### config.mk
export PLATFORM = sky130hd
export DESIGN_NAME = id_stage_pipe_flat
export DESIGN_NICKNAME = d
export VERILOG_FILES = /design/src/rtl/id_stage_pipe_if.sv /design/src/rtl/id_stage_pipe.sv /design/src/flat_wrapper.sv
export SDC_FILE = /design/constraint.sdc
export NUM_CORES = 1
export LEC_CHECK = 0
export ABC_CLOCK_PERIOD_IN_PS = 14300
export CAP_MARGIN = 30
export CORE_AREA = 2 2 220 157
export DETAILED_ROUTE_END_ITERATION = 10
export DIE_AREA = 0 0 222 159
export PLACE_DENSITY = 0.76
export SKIP_CTS_REPAIR_TIMING = 1
export SYNTH_ARGS = -nofsm -noshare
export SYNTH_HDL_FRONTEND = slang
export SYNTH_SLANG_ARGS = --single-unit
### constraint.sdc
create_clock -name clk -period 14.3 [get_ports clk]
set_input_delay 2.86 -clock clk [delete_from_list [all_inputs] [get_ports clk]]
set_output_delay 2.86 -clock clk [all_outputs]
set_load 0.05 [all_outputs]
### src/rtl/id_stage_pipe_if.sv
// ID stage bus: IF/ID inputs, writeback port, redirect and ID/EX outputs.
// Optional ID_PERF_CNT_EN adds the stall/bubble cycle counters.
interface id_stage_pipe_if #(
    parameter int DATA_W = 16,
    parameter int REG_AW = 4
);
    logic              if_valid;
    logic [15:0]       instruction;
    logic [DATA_W-1:0] pc;
    logic [2:0]        flag;
    logic              flush;
    logic              wb_regwrite;
    logic [REG_AW-1:0] wb_dst;
    logic [DATA_W-1:0] wb_data;
    logic              stall;
    logic              redirect;
    logic [DATA_W-1:0] new_pc;
    logic              ex_valid;
    logic [8:0]        ex_ctrl;
    logic [REG_AW-1:0] ex_src1;
    logic [REG_AW-1:0] ex_src2;
    logic [REG_AW-1:0] ex_dst;
    logic [DATA_W-1:0] ex_data1;
    logic [DATA_W-1:0] ex_data2;
    logic [DATA_W-1:0] ex_imm;
    logic              halted;
`ifdef ID_PERF_CNT_EN
    logic [15:0]       stall_cycles;
    logic [15:0]       bubble_cycles;

    modport master (
        output if_valid, instruction, pc, flag, flush,
        output wb_regwrite, wb_dst, wb_data,
        input  stall, redirect, new_pc,
        input  ex_valid, ex_ctrl, ex_src1, ex_src2, ex_dst,
        input  ex_data1, ex_data2, ex_imm, halted,
        input  stall_cycles, bubble_cycles
    );

    modport slave (
        input  if_valid, instruction, pc, flag, flush,
        input  wb_regwrite, wb_dst, wb_data,
        output stall, redirect, new_pc,
        output ex_valid, ex_ctrl, ex_src1, ex_src2, ex_dst,
        output ex_data1, ex_data2, ex_imm, halted,
        output stall_cycles, bubble_cycles
    );
`else
    modport master (
        output if_valid, instruction, pc, flag, flush,
        output wb_regwrite, wb_dst, wb_data,
        input  stall, redirect, new_pc,
        input  ex_valid, ex_ctrl, ex_src1, ex_src2, ex_dst,
        input  ex_data1, ex_data2, ex_imm, halted
    );

    modport slave (
        input  if_valid, instruction, pc, flag, flush,
        input  wb_regwrite, wb_dst, wb_data,
        output stall, redirect, new_pc,
        output ex_valid, ex_ctrl, ex_src1, ex_src2, ex_dst,
        output ex_data1, ex_data2, ex_imm, halted
    );
`endif
endinterface

### src/rtl/id_stage_pipe.sv
// Decode stage with register file, load-use stall, halt FSM and ID/EX register.
// Define ID_PERF_CNT_EN to add saturating stall/bubble cycle counters.

module control_decoder (
    input  logic [3:0] opcode_i,
    output logic       regwrite_o,
    output logic       alusrc_o,
    output logic       memenable_o,
    output logic       memwrite_o,
    output logic       memtoreg_o,
    output logic [3:0] aluop_o,
    output logic       alusext_o,
    output logic       pcread_o,
    output logic [1:0] branch_o
);
    // Opcode to control lines; aluop passes the opcode through to EX
    always_comb begin
        regwrite_o  = 1'b0;
        alusrc_o    = 1'b0;
        memenable_o = 1'b0;
        memwrite_o  = 1'b0;
        memtoreg_o  = 1'b0;
        aluop_o     = opcode_i;
        alusext_o   = 1'b0;
        pcread_o    = 1'b0;
        branch_o    = 2'b00;
        case (opcode_i)
            4'h0, 4'h1, 4'h2, 4'h3, 4'h7: begin
                regwrite_o = 1'b1;
            end
            4'h4, 4'h5, 4'h6: begin
                regwrite_o = 1'b1;
                alusrc_o   = 1'b1;
            end
            4'h8: begin
                regwrite_o  = 1'b1;
                alusrc_o    = 1'b1;
                memenable_o = 1'b1;
                memtoreg_o  = 1'b1;
            end
            4'h9: begin
                alusrc_o    = 1'b1;
                memenable_o = 1'b1;
                memwrite_o  = 1'b1;
            end
            4'hA, 4'hB: begin
                regwrite_o = 1'b1;
                alusrc_o   = 1'b1;
                alusext_o  = 1'b1;
            end
            4'hC: branch_o = 2'b01;
            4'hD: branch_o = 2'b10;
            4'hE: begin
                regwrite_o = 1'b1;
                pcread_o   = 1'b1;
            end
            4'hF: branch_o = 2'b11;
        endcase
    end
endmodule

module pc_control #(
    parameter int DATA_W = 16
) (
    input  logic [1:0]        branch_i,
    input  logic [2:0]        ccc_i,
    input  logic [2:0]        flag_i,
    input  logic [DATA_W-1:0] pc_i,
    input  logic [DATA_W-1:0] rs_data_i,
    input  logic [8:0]        off_i,
    output logic              taken_o,
    output logic [DATA_W-1:0] target_o
);
    logic              z, v, n;
    logic              cond;
    logic [DATA_W-1:0] off_ext;

    assign {z, v, n} = flag_i;
    assign off_ext   = {{(DATA_W-9){off_i[8]}}, off_i} << 1;

    // Condition codes shared by B and BR
    always_comb begin
        cond = 1'b0;
        case (ccc_i)
            3'b000: cond = !z;
            3'b001: cond = z;
            3'b010: cond = !z && !n;
            3'b011: cond = n;
            3'b100: cond = z || !n;
            3'b101: cond = n || z;
            3'b110: cond = v;
            3'b111: cond = 1'b1;
        endcase
    end

    assign taken_o  = (branch_i == 2'b01 || branch_i == 2'b10) && cond;
    assign target_o = (branch_i == 2'b10) ? rs_data_i : pc_i + off_ext;
endmodule

module id_stage_pipe #(
    parameter int DATA_W = 16,
    parameter int REG_AW = 4
) (
    input  logic           clk,
    input  logic           rst,
    id_stage_pipe_if.slave bus
);
    localparam int NREGS = 1 << REG_AW;

    typedef enum logic [1:0] {
        S_RUN,
        S_STALL,
        S_HALTED
    } state_t;

    typedef struct packed {
        logic       regwrite;
        logic       alusrc;
        logic       memenable;
        logic       memwrite;
        logic       memtoreg;
        logic [3:0] aluop;
    } ctrl_t;

    state_t state_q, state_d;

    logic [DATA_W-1:0] rf_q [NREGS];

    logic              ex_valid_q, ex_valid_d;
    ctrl_t             ex_ctrl_q, ex_ctrl_d;
    logic [REG_AW-1:0] ex_src1_q, ex_src1_d;
    logic [REG_AW-1:0] ex_src2_q, ex_src2_d;
    logic [REG_AW-1:0] ex_dst_q, ex_dst_d;
    logic [DATA_W-1:0] ex_data1_q, ex_data1_d;
    logic [DATA_W-1:0] ex_data2_q, ex_data2_d;
    logic [DATA_W-1:0] ex_imm_q, ex_imm_d;

    logic              dec_regwrite, dec_alusrc, dec_memenable;
    logic              dec_memwrite, dec_memtoreg;
    logic [3:0]        dec_aluop;
    logic              dec_alusext, dec_pcread;
    logic [1:0]        dec_branch;
    ctrl_t             dec_ctrl;

    logic [REG_AW-1:0] f_rd, f_rs, f_rt;
    logic [REG_AW-1:0] src1, src2;
    logic [DATA_W-1:0] rdata1, rdata2, data1;
    logic [DATA_W-1:0] imm;
    logic              use1, use2;
    logic              ld_pending, hazard;
    logic              not_halted, stall, issue;
    logic              taken;
    logic [DATA_W-1:0] target;
    logic              hlt_issue;

    control_decoder u_dec (
        .opcode_i    (bus.instruction[15:12]),
        .regwrite_o  (dec_regwrite),
        .alusrc_o    (dec_alusrc),
        .memenable_o (dec_memenable),
        .memwrite_o  (dec_memwrite),
        .memtoreg_o  (dec_memtoreg),
        .aluop_o     (dec_aluop),
        .alusext_o   (dec_alusext),
        .pcread_o    (dec_pcread),
        .branch_o    (dec_branch)
    );

    assign dec_ctrl = {dec_regwrite, dec_alusrc, dec_memenable,
                       dec_memwrite, dec_memtoreg, dec_aluop};

    assign f_rd = REG_AW'(bus.instruction[11:8]);
    assign f_rs = REG_AW'(bus.instruction[7:4]);
    assign f_rt = REG_AW'(bus.instruction[3:0]);

    // Operand index selection; SW reads its store data through src2
    always_comb begin
        src1 = f_rs;
        if (dec_alusext) src1 = f_rd;
        if (dec_pcread)  src1 = '0;
        src2 = f_rt;
        if (dec_alusrc || dec_pcread) src2 = '0;
        if (dec_memwrite) src2 = f_rd;
    end

    // Which sources are architecturally read (B/HLT/PCS read nothing)
    assign use1 = !dec_pcread &&
                  (dec_branch == 2'b00 || dec_branch == 2'b10);
    assign use2 = (dec_branch == 2'b00) &&
                  (dec_memwrite || !(dec_alusrc || dec_pcread));

    // Register file; R0 is never written
    always_ff @(posedge clk or posedge rst) begin
        if (rst) begin
            for (int i = 0; i < NREGS; i++) rf_q[i] <= '0;
        end else if (bus.wb_regwrite && bus.wb_dst != '0) begin
            rf_q[bus.wb_dst] <= bus.wb_data;
        end
    end

    // Port 1 read with write-through bypass
    always_comb begin
        rdata1 = rf_q[src1];
        if (bus.wb_regwrite && bus.wb_dst == src1) rdata1 = bus.wb_data;
        if (src1 == '0) rdata1 = '0;
    end

    // Port 2 read with write-through bypass
    always_comb begin
        rdata2 = rf_q[src2];
        if (bus.wb_regwrite && bus.wb_dst == src2) rdata2 = bus.wb_data;
        if (src2 == '0) rdata2 = '0;
    end

    assign data1 = dec_pcread ? bus.pc : rdata1;
    assign imm   = dec_alusext ? DATA_W'(bus.instruction[7:0])
                               : {{(DATA_W-4){bus.instruction[3]}},
                                  bus.instruction[3:0]};

    pc_control #(.DATA_W(DATA_W)) u_pcc (
        .branch_i  (dec_branch),
        .ccc_i     (bus.instruction[11:9]),
        .flag_i    (bus.flag),
        .pc_i      (bus.pc),
        .rs_data_i (data1),
        .off_i     (bus.instruction[8:0]),
        .taken_o   (taken),
        .target_o  (target)
    );

    assign ld_pending = ex_valid_q && ex_ctrl_q.memenable &&
                        !ex_ctrl_q.memwrite && ex_ctrl_q.regwrite &&
                        (ex_dst_q != '0);
    assign hazard     = bus.if_valid && ld_pending &&
                        ((use1 && ex_dst_q == src1) ||
                         (use2 && ex_dst_q == src2));
    assign not_halted = (state_q != S_HALTED);
    assign stall      = hazard && !bus.flush && not_halted;
    assign issue      = bus.if_valid && !stall && !bus.flush && not_halted;
    assign hlt_issue  = issue && (dec_branch == 2'b11);

    // Control FSM next state; HALTED only leaves on reset
    always_comb begin
        state_d = state_q;
        case (state_q)
            S_RUN: begin
                if (hlt_issue)  state_d = S_HALTED;
                else if (stall) state_d = S_STALL;
            end
            S_STALL: begin
                if (hlt_issue) state_d = S_HALTED;
                else           state_d = S_RUN;
            end
            S_HALTED: state_d = S_HALTED;
            default:  state_d = S_RUN;
        endcase
    end

    // FSM state register
    always_ff @(posedge clk or posedge rst) begin
        if (rst) state_q <= S_RUN;
        else     state_q <= state_d;
    end

    // ID/EX next contents; a bubble clears valid and control only
    always_comb begin
        ex_valid_d = issue;
        ex_ctrl_d  = issue ? dec_ctrl : '0;
        ex_src1_d  = src1;
        ex_src2_d  = src2;
        ex_dst_d   = f_rd;
        ex_data1_d = data1;
        ex_data2_d = rdata2;
        ex_imm_d   = imm;
    end

    // ID/EX pipeline register
    always_ff @(posedge clk or posedge rst) begin
        if (rst) begin
            ex_valid_q <= 1'b0;
            ex_ctrl_q  <= '0;
            ex_src1_q  <= '0;
            ex_src2_q  <= '0;
            ex_dst_q   <= '0;
            ex_data1_q <= '0;
            ex_data2_q <= '0;
            ex_imm_q   <= '0;
        end else begin
            ex_valid_q <= ex_valid_d;
            ex_ctrl_q  <= ex_ctrl_d;
            ex_src1_q  <= ex_src1_d;
            ex_src2_q  <= ex_src2_d;
            ex_dst_q   <= ex_dst_d;
            ex_data1_q <= ex_data1_d;
            ex_data2_q <= ex_data2_d;
            ex_imm_q   <= ex_imm_d;
        end
    end

    assign bus.stall    = stall;
    assign bus.redirect = taken && issue;
    assign bus.new_pc   = target;
    assign bus.ex_valid = ex_valid_q;
    assign bus.ex_ctrl  = ex_ctrl_q;
    assign bus.ex_src1  = ex_src1_q;
    assign bus.ex_src2  = ex_src2_q;
    assign bus.ex_dst   = ex_dst_q;
    assign bus.ex_data1 = ex_data1_q;
    assign bus.ex_data2 = ex_data2_q;
    assign bus.ex_imm   = ex_imm_q;
    assign bus.halted   = (state_q == S_HALTED);

`ifdef ID_PERF_CNT_EN
    logic [15:0] stall_cnt_q, stall_cnt_d;
    logic [15:0] bubble_cnt_q, bubble_cnt_d;

    // Saturating counters; halted cycles are not counted as bubbles
    always_comb begin
        stall_cnt_d  = stall_cnt_q;
        bubble_cnt_d = bubble_cnt_q;
        if (stall && stall_cnt_q != 16'hFFFF)
            stall_cnt_d = stall_cnt_q + 16'd1;
        if (!issue && not_halted && bubble_cnt_q != 16'hFFFF)
            bubble_cnt_d = bubble_cnt_q + 16'd1;
    end

    // Counter registers
    always_ff @(posedge clk or posedge rst) begin
        if (rst) begin
            stall_cnt_q  <= '0;
            bubble_cnt_q <= '0;
        end else begin
            stall_cnt_q  <= stall_cnt_d;
            bubble_cnt_q <= bubble_cnt_d;
        end
    end

    assign bus.stall_cycles  = stall_cnt_q;
    assign bus.bubble_cycles = bubble_cnt_q;
`endif
endmodule

### src/flat_wrapper.sv
// flat-port wrapper written by rule: the top's interface ports become plain ports
module id_stage_pipe_flat 
#(
    parameter int DATA_W = 16,
    parameter int REG_AW = 4
)
  (clk, rst, bus_if_valid, bus_instruction, bus_pc, bus_flag, bus_flush, bus_wb_regwrite, bus_wb_dst, bus_wb_data, bus_stall, bus_redirect, bus_new_pc, bus_ex_valid, bus_ex_ctrl, bus_ex_src1, bus_ex_src2, bus_ex_dst, bus_ex_data1, bus_ex_data2, bus_ex_imm, bus_halted);
  id_stage_pipe_if #(.DATA_W(DATA_W), .REG_AW(REG_AW)) bus_i ();
  input  logic clk;
  input  logic rst;
  input wire logic [$bits(bus_i.if_valid)-1:0] bus_if_valid;
  input wire logic [$bits(bus_i.instruction)-1:0] bus_instruction;
  input wire logic [$bits(bus_i.pc)-1:0] bus_pc;
  input wire logic [$bits(bus_i.flag)-1:0] bus_flag;
  input wire logic [$bits(bus_i.flush)-1:0] bus_flush;
  input wire logic [$bits(bus_i.wb_regwrite)-1:0] bus_wb_regwrite;
  input wire logic [$bits(bus_i.wb_dst)-1:0] bus_wb_dst;
  input wire logic [$bits(bus_i.wb_data)-1:0] bus_wb_data;
  output wire logic [$bits(bus_i.stall)-1:0] bus_stall;
  output wire logic [$bits(bus_i.redirect)-1:0] bus_redirect;
  output wire logic [$bits(bus_i.new_pc)-1:0] bus_new_pc;
  output wire logic [$bits(bus_i.ex_valid)-1:0] bus_ex_valid;
  output wire logic [$bits(bus_i.ex_ctrl)-1:0] bus_ex_ctrl;
  output wire logic [$bits(bus_i.ex_src1)-1:0] bus_ex_src1;
  output wire logic [$bits(bus_i.ex_src2)-1:0] bus_ex_src2;
  output wire logic [$bits(bus_i.ex_dst)-1:0] bus_ex_dst;
  output wire logic [$bits(bus_i.ex_data1)-1:0] bus_ex_data1;
  output wire logic [$bits(bus_i.ex_data2)-1:0] bus_ex_data2;
  output wire logic [$bits(bus_i.ex_imm)-1:0] bus_ex_imm;
  output wire logic [$bits(bus_i.halted)-1:0] bus_halted;
  assign bus_i.if_valid = bus_if_valid;
  assign bus_i.instruction = bus_instruction;
  assign bus_i.pc = bus_pc;
  assign bus_i.flag = bus_flag;
  assign bus_i.flush = bus_flush;
  assign bus_i.wb_regwrite = bus_wb_regwrite;
  assign bus_i.wb_dst = bus_wb_dst;
  assign bus_i.wb_data = bus_wb_data;
  assign bus_stall = bus_i.stall;
  assign bus_redirect = bus_i.redirect;
  assign bus_new_pc = bus_i.new_pc;
  assign bus_ex_valid = bus_i.ex_valid;
  assign bus_ex_ctrl = bus_i.ex_ctrl;
  assign bus_ex_src1 = bus_i.ex_src1;
  assign bus_ex_src2 = bus_i.ex_src2;
  assign bus_ex_dst = bus_i.ex_dst;
  assign bus_ex_data1 = bus_i.ex_data1;
  assign bus_ex_data2 = bus_i.ex_data2;
  assign bus_ex_imm = bus_i.ex_imm;
  assign bus_halted = bus_i.halted;
  id_stage_pipe #(.DATA_W(DATA_W), .REG_AW(REG_AW)) u_core (.clk(clk), .rst(rst), .bus(bus_i));
endmodule
==> summary.md <==
The flow ran to the end, and the final reports show no timing, DRC or antenna violations. The number of global-route vias before repair was 15100; the clock network power share was 29.3%. Synthesis produced 1862 cells. Measured along the x axis, the die boundary spans 222 um.

The number of enable flip-flop cells after synthesis came out at 0. In this run the worst hold path is classified as reg2reg. For the finished layout, the period the worst path requires is 11030 ps. In this run the worst path has a maximum fanout of 64. The class of the most critical setup path was in2out. In this run the most used layer during global routing was met2. Of the total power, the share spent switching nets is 33.5%. The run gives 9110 sq um as the footprint of the multi-input gates.

The number of antenna violations at the first check in global routing is 0, and the number of clock sinks is 321. The number of failing hold endpoints at the final stage came out at 0. The maximum count of clock buffers along a single path came out at 3. The run gives 0 as the number of nets with antenna violations after detailed routing.

At the end of the flow the core is filled with cells to 62.8%. The global placement routability congestion was 0.904; the iteration count of the initial detailed-routing pass was 6. The power density normalized to cell area came out at 138 nW/um^2. For the part of the total power dissipated in sequential elements, the log shows 42.9%. Setup violations remaining at the end of the flow were counted as 0. In this run the power spent charging and discharging nets is 0.000959 W.

The logs give 88.1 mm for the global-route wire length before repair and 8.94 nW for the leakage component of the power. The share of cells above drive strength 1 came out at 19.4%. Clock skew on the completed layout was measured at 10.3 ps.

The run gives 8170 ps as the signal arrival time at the worst endpoint. Of the total synthesized cell area, the portion taken by AND, OR, NAND and NOR gates is 14.1%. After routing, the total negative slack on setup checks comes to 0 ps. The layout overhead on the synthesized area came out at 15.3%. The multiplexer area fraction after synthesis works out to 15.3%. The clock-pin slew reported for the worst setup and hold paths after clock tree synthesis was 70 ps. The synthesized design contains 321 register bits. The finished layout holds 2367 standard cells, fillers aside. The die covers 35300 sq um. For the number of DRC violations after detailed-routing iteration 0, the log shows 2363. The worst setup path is launched from an input pin. Dividing the detail-routed wire length by the instance count gives 23.8 um. Using the TritonRoute via totals, the vias-per-cell ratio works out to 6.68.

The tools report the clock root buffer master as sky130_fd_sc_hd__clkbuf_16. The vertical die dimension was 159 um. For the number of standard-cell rows in the floorplan, the log shows 56. The remaining global-route overflow is 0, and the number of H-tree levels is 1.

In the final layout, flip-flops and latches occupy 8030 sq um. After synthesis, the largest family of logic cells by area is compound AO/OA/AOI/OAI gates. Setup repair after global routing left no endpoint under its margin.

In this run the tool buffered the top-level ports with 148 buffer cells. The synthesized netlist net count was 1940; the Yosys warning count was 0. In the routed design, unresolved DRC markers number 0.

The mean cell area of the mapped netlist was 9.70 sq um; the top-level port count was 149. Count of final max-slew check failures: 0. The cell area after synthesis is 18100 sq um, and the clock network latency to the later pin of the worst-skew pair is 590 ps. The run gives 45.4% as the fraction of met1 tracks used by global routing. The synthesized netlist devotes 18.1% of its cell area to compound gates. The completed layout was analyzed and its total power is 0.00286 W.

Max-cap violations in this run came to 0. STA classifies the critical path endpoint as an output pin. The xor/xnor cell area share of the yosys netlist works out to 1.31%.

Total of fill cells in the finished design: 2676. The total area inside the core boundary comes to 33100 sq um. At the pin with the least slew margin, the transition time is 1080 ps. Once the floorplan was initialized, standard cells occupied 54.5% of the core. The logs give 15800 for the via count of the routed design and 31 for the number of clock buffers inserted by TritonCTS.

In this run the tightest slew margin relative to its limit is 28.2%. Counting distinct cell types in the post-synthesis netlist gives 79. The cell count after placement came out at 2308. The maximum VDD drop came out at 0.0972 mV. Main flop type after synthesis: sky130_fd_sc_hd__dfrtp_1. The share of synthesized area occupied by flip-flops and latches was 44.5%; the HPWL after detailed placement was 35.6 mm. Global routing used 5.92% of the available met3 tracks.

Maximum clock frequency: 0.0907 GHz. In the synthesized netlist the async set-or-reset flop fraction comes to 100%. Summed over all layers, the routed wires come to 56.4 mm.

Entering global routing, the biggest net connects 119 pins. At the worst endpoint, the required time is 11440 ps. Portion of total power attributed to combinational logic: 27.8%.

Across every metal layer, demand over resource in global routing totals 31.4%. The ratio of final minimum period to clock period was 77.1%; the met2 capacity usage during global routing was 46.9%. The final net count was 1992; the post-synthesis adder-cell area fraction was 1.29%.

The internal power of the cells totals 0.00191 W. TritonCTS built the clock tree. 0 antenna diodes ended up in the layout.
==> area by class of cell <==
cell class	count	area share [%]
multi-input cells	1335	43.7
well taps	435	2.61
clock buffers	42	4.26
clock inverters	9	0.595
inverters	29	0.613
flip-flops and latches	321	38.6
repair buffers	196	9.64
==> synthesized netlist by cell type, drive strengths merged, types with 28 or more instances <==
cell	instances	area, sq um
dfrtp	321	8030
nand3	83	420
a21oi	171	856
buf	70	439
inv	29	116
and3	35	219
mux2	242	2730
a22oi	99	776
clkbuf	107	402
nor2	28	140
o21ai	56	284
a211oi	32	240
nand2	316	1190
==> logic make-up (layout without fill, tap and decap cells) <==
group,after synthesis,after routing
and+or+nand+nor,547,547
AOI/OAI and AO/OA,498,498
DFF,321,321
muxes,245,245
buffers and inverters,206,276
xor gates and xnor gates,27,27
adders and majority gates,18,18
==> final timing paths <==
kind / from / endpoint / slack (ps) / depth (start not counted)
max: bus_instruction[14] / bus_new_pc[1] / 3270 / 11
min in group asynchronous: rst / u_core.rf_q[212] / 2810 / 2
max in group asynchronous: rst / u_core.rf_q[236] / 9290 / 4
max reg2reg: u_core.bus.ex_dst[3] / u_core.bus.ex_ctrl[5] / 12400 / 7
min reg2reg: u_core.rf_q[250] / u_core.rf_q[250] / 410 / 0
min: u_core.rf_q[250] / u_core.rf_q[250] / 410 / 0
==> metrics by stage <==
step	worst slack (ps)	hold slack, ps	instance area, sq um
after floorplan	2560	403	18100
final	3270	405	20800
after detailed placement	3330	387	19600
after CTS	3340	402	20600
after global placement	3410	383	19600
after global routing	3040	408	20800
==> worst max-delay path: stages <==
cell                              delay, ps
sky130_fd_sc_hd__clkdlybuf4s50_1        840
sky130_fd_sc_hd__and3b_1                490
sky130_fd_sc_hd__nand2_4                430
sky130_fd_sc_hd__and2_4                 870
sky130_fd_sc_hd__xnor2_1                240
sky130_fd_sc_hd__nor4_4                 360
sky130_fd_sc_hd__buf_4                  300
sky130_fd_sc_hd__or2_1                  560
sky130_fd_sc_hd__o21ai_1                190
sky130_fd_sc_hd__mux2_2                 290
sky130_fd_sc_hd__clkdlybuf4s50_1        700
==> layer usage <==
layer	vias to the layer above	wire, um
li1	6823	-
met1	7721	23000
met2	1075	25200
met3	181	6070
met4	0	2130
met5	-	0
==> state kept, by name, indices dropped and copies added, names as in the netlist <==
register,cells
u_core.bus.ex_imm,9
u_core.rf_q,256
u_core.state_q,2
u_core.bus.ex_data1,16
u_core.bus.ex_data2,16
u_core.bus.ex_ctrl,9
u_core.bus.ex_dst,4
u_core.bus.ex_src2,4
u_core.bus.ex_valid,1
u_core.bus.ex_src1,4
==> power by group through the flow <==
stage / combinational (W) / clock, W / sequential, W
after floorplan: 0.000497 / 0 / 0.00127
after global placement: 0.000755 / 0 / 0.00123
after detailed placement: 0.000777 / 0 / 0.00124
after CTS: 0.000782 / 0.000848 / 0.00122
after global routing: 0.000852 / 0.000885 / 0.00125
final: 0.000795 / 0.000839 / 0.00123
==> cells in the final DEF, fill, tap and decap left out, types with 5 or more instances in the layout <==
master,count
sky130_fd_sc_hd__a32oi_1,23
sky130_fd_sc_hd__dfrtp_1,321
sky130_fd_sc_hd__nor4_1,6
sky130_fd_sc_hd__nand3b_1,5
sky130_fd_sc_hd__xor2_1,7
sky130_fd_sc_hd__and3_1,35
sky130_fd_sc_hd__nor2_1,21
sky130_fd_sc_hd__a22oi_1,96
sky130_fd_sc_hd__inv_1,21
sky130_fd_sc_hd__clkbuf_16,31
sky130_fd_sc_hd__and2_1,13
sky130_fd_sc_hd__nand2_1,315
sky130_fd_sc_hd__a211oi_1,32
sky130_fd_sc_hd__mux2_2,241
sky130_fd_sc_hd__a31oi_1,27
sky130_fd_sc_hd__nand3_1,82
sky130_fd_sc_hd__ha_1,17
sky130_fd_sc_hd__a22o_1,19
sky130_fd_sc_hd__buf_4,36
sky130_fd_sc_hd__a21oi_1,171
sky130_fd_sc_hd__nor2b_1,6
sky130_fd_sc_hd__o22ai_1,17
sky130_fd_sc_hd__o21ai_1,22
sky130_fd_sc_hd__nand2b_1,11
sky130_fd_sc_hd__xnor2_1,20
sky130_fd_sc_hd__nor3_1,10
sky130_fd_sc_hd__o21ai_0,33
sky130_fd_sc_hd__a21o_1,8
sky130_fd_sc_hd__buf_8,6
sky130_fd_sc_hd__clkdlybuf4s50_1,148
sky130_fd_sc_hd__buf_16,6
sky130_fd_sc_hd__o211ai_1,7
sky130_fd_sc_hd__a221oi_1,7
sky130_fd_sc_hd__clkbuf_8,7
sky130_fd_sc_hd__clkinv_2,6
sky130_fd_sc_hd__or3_1,15
No activity file was read; power rests on OpenSTA's default activity.
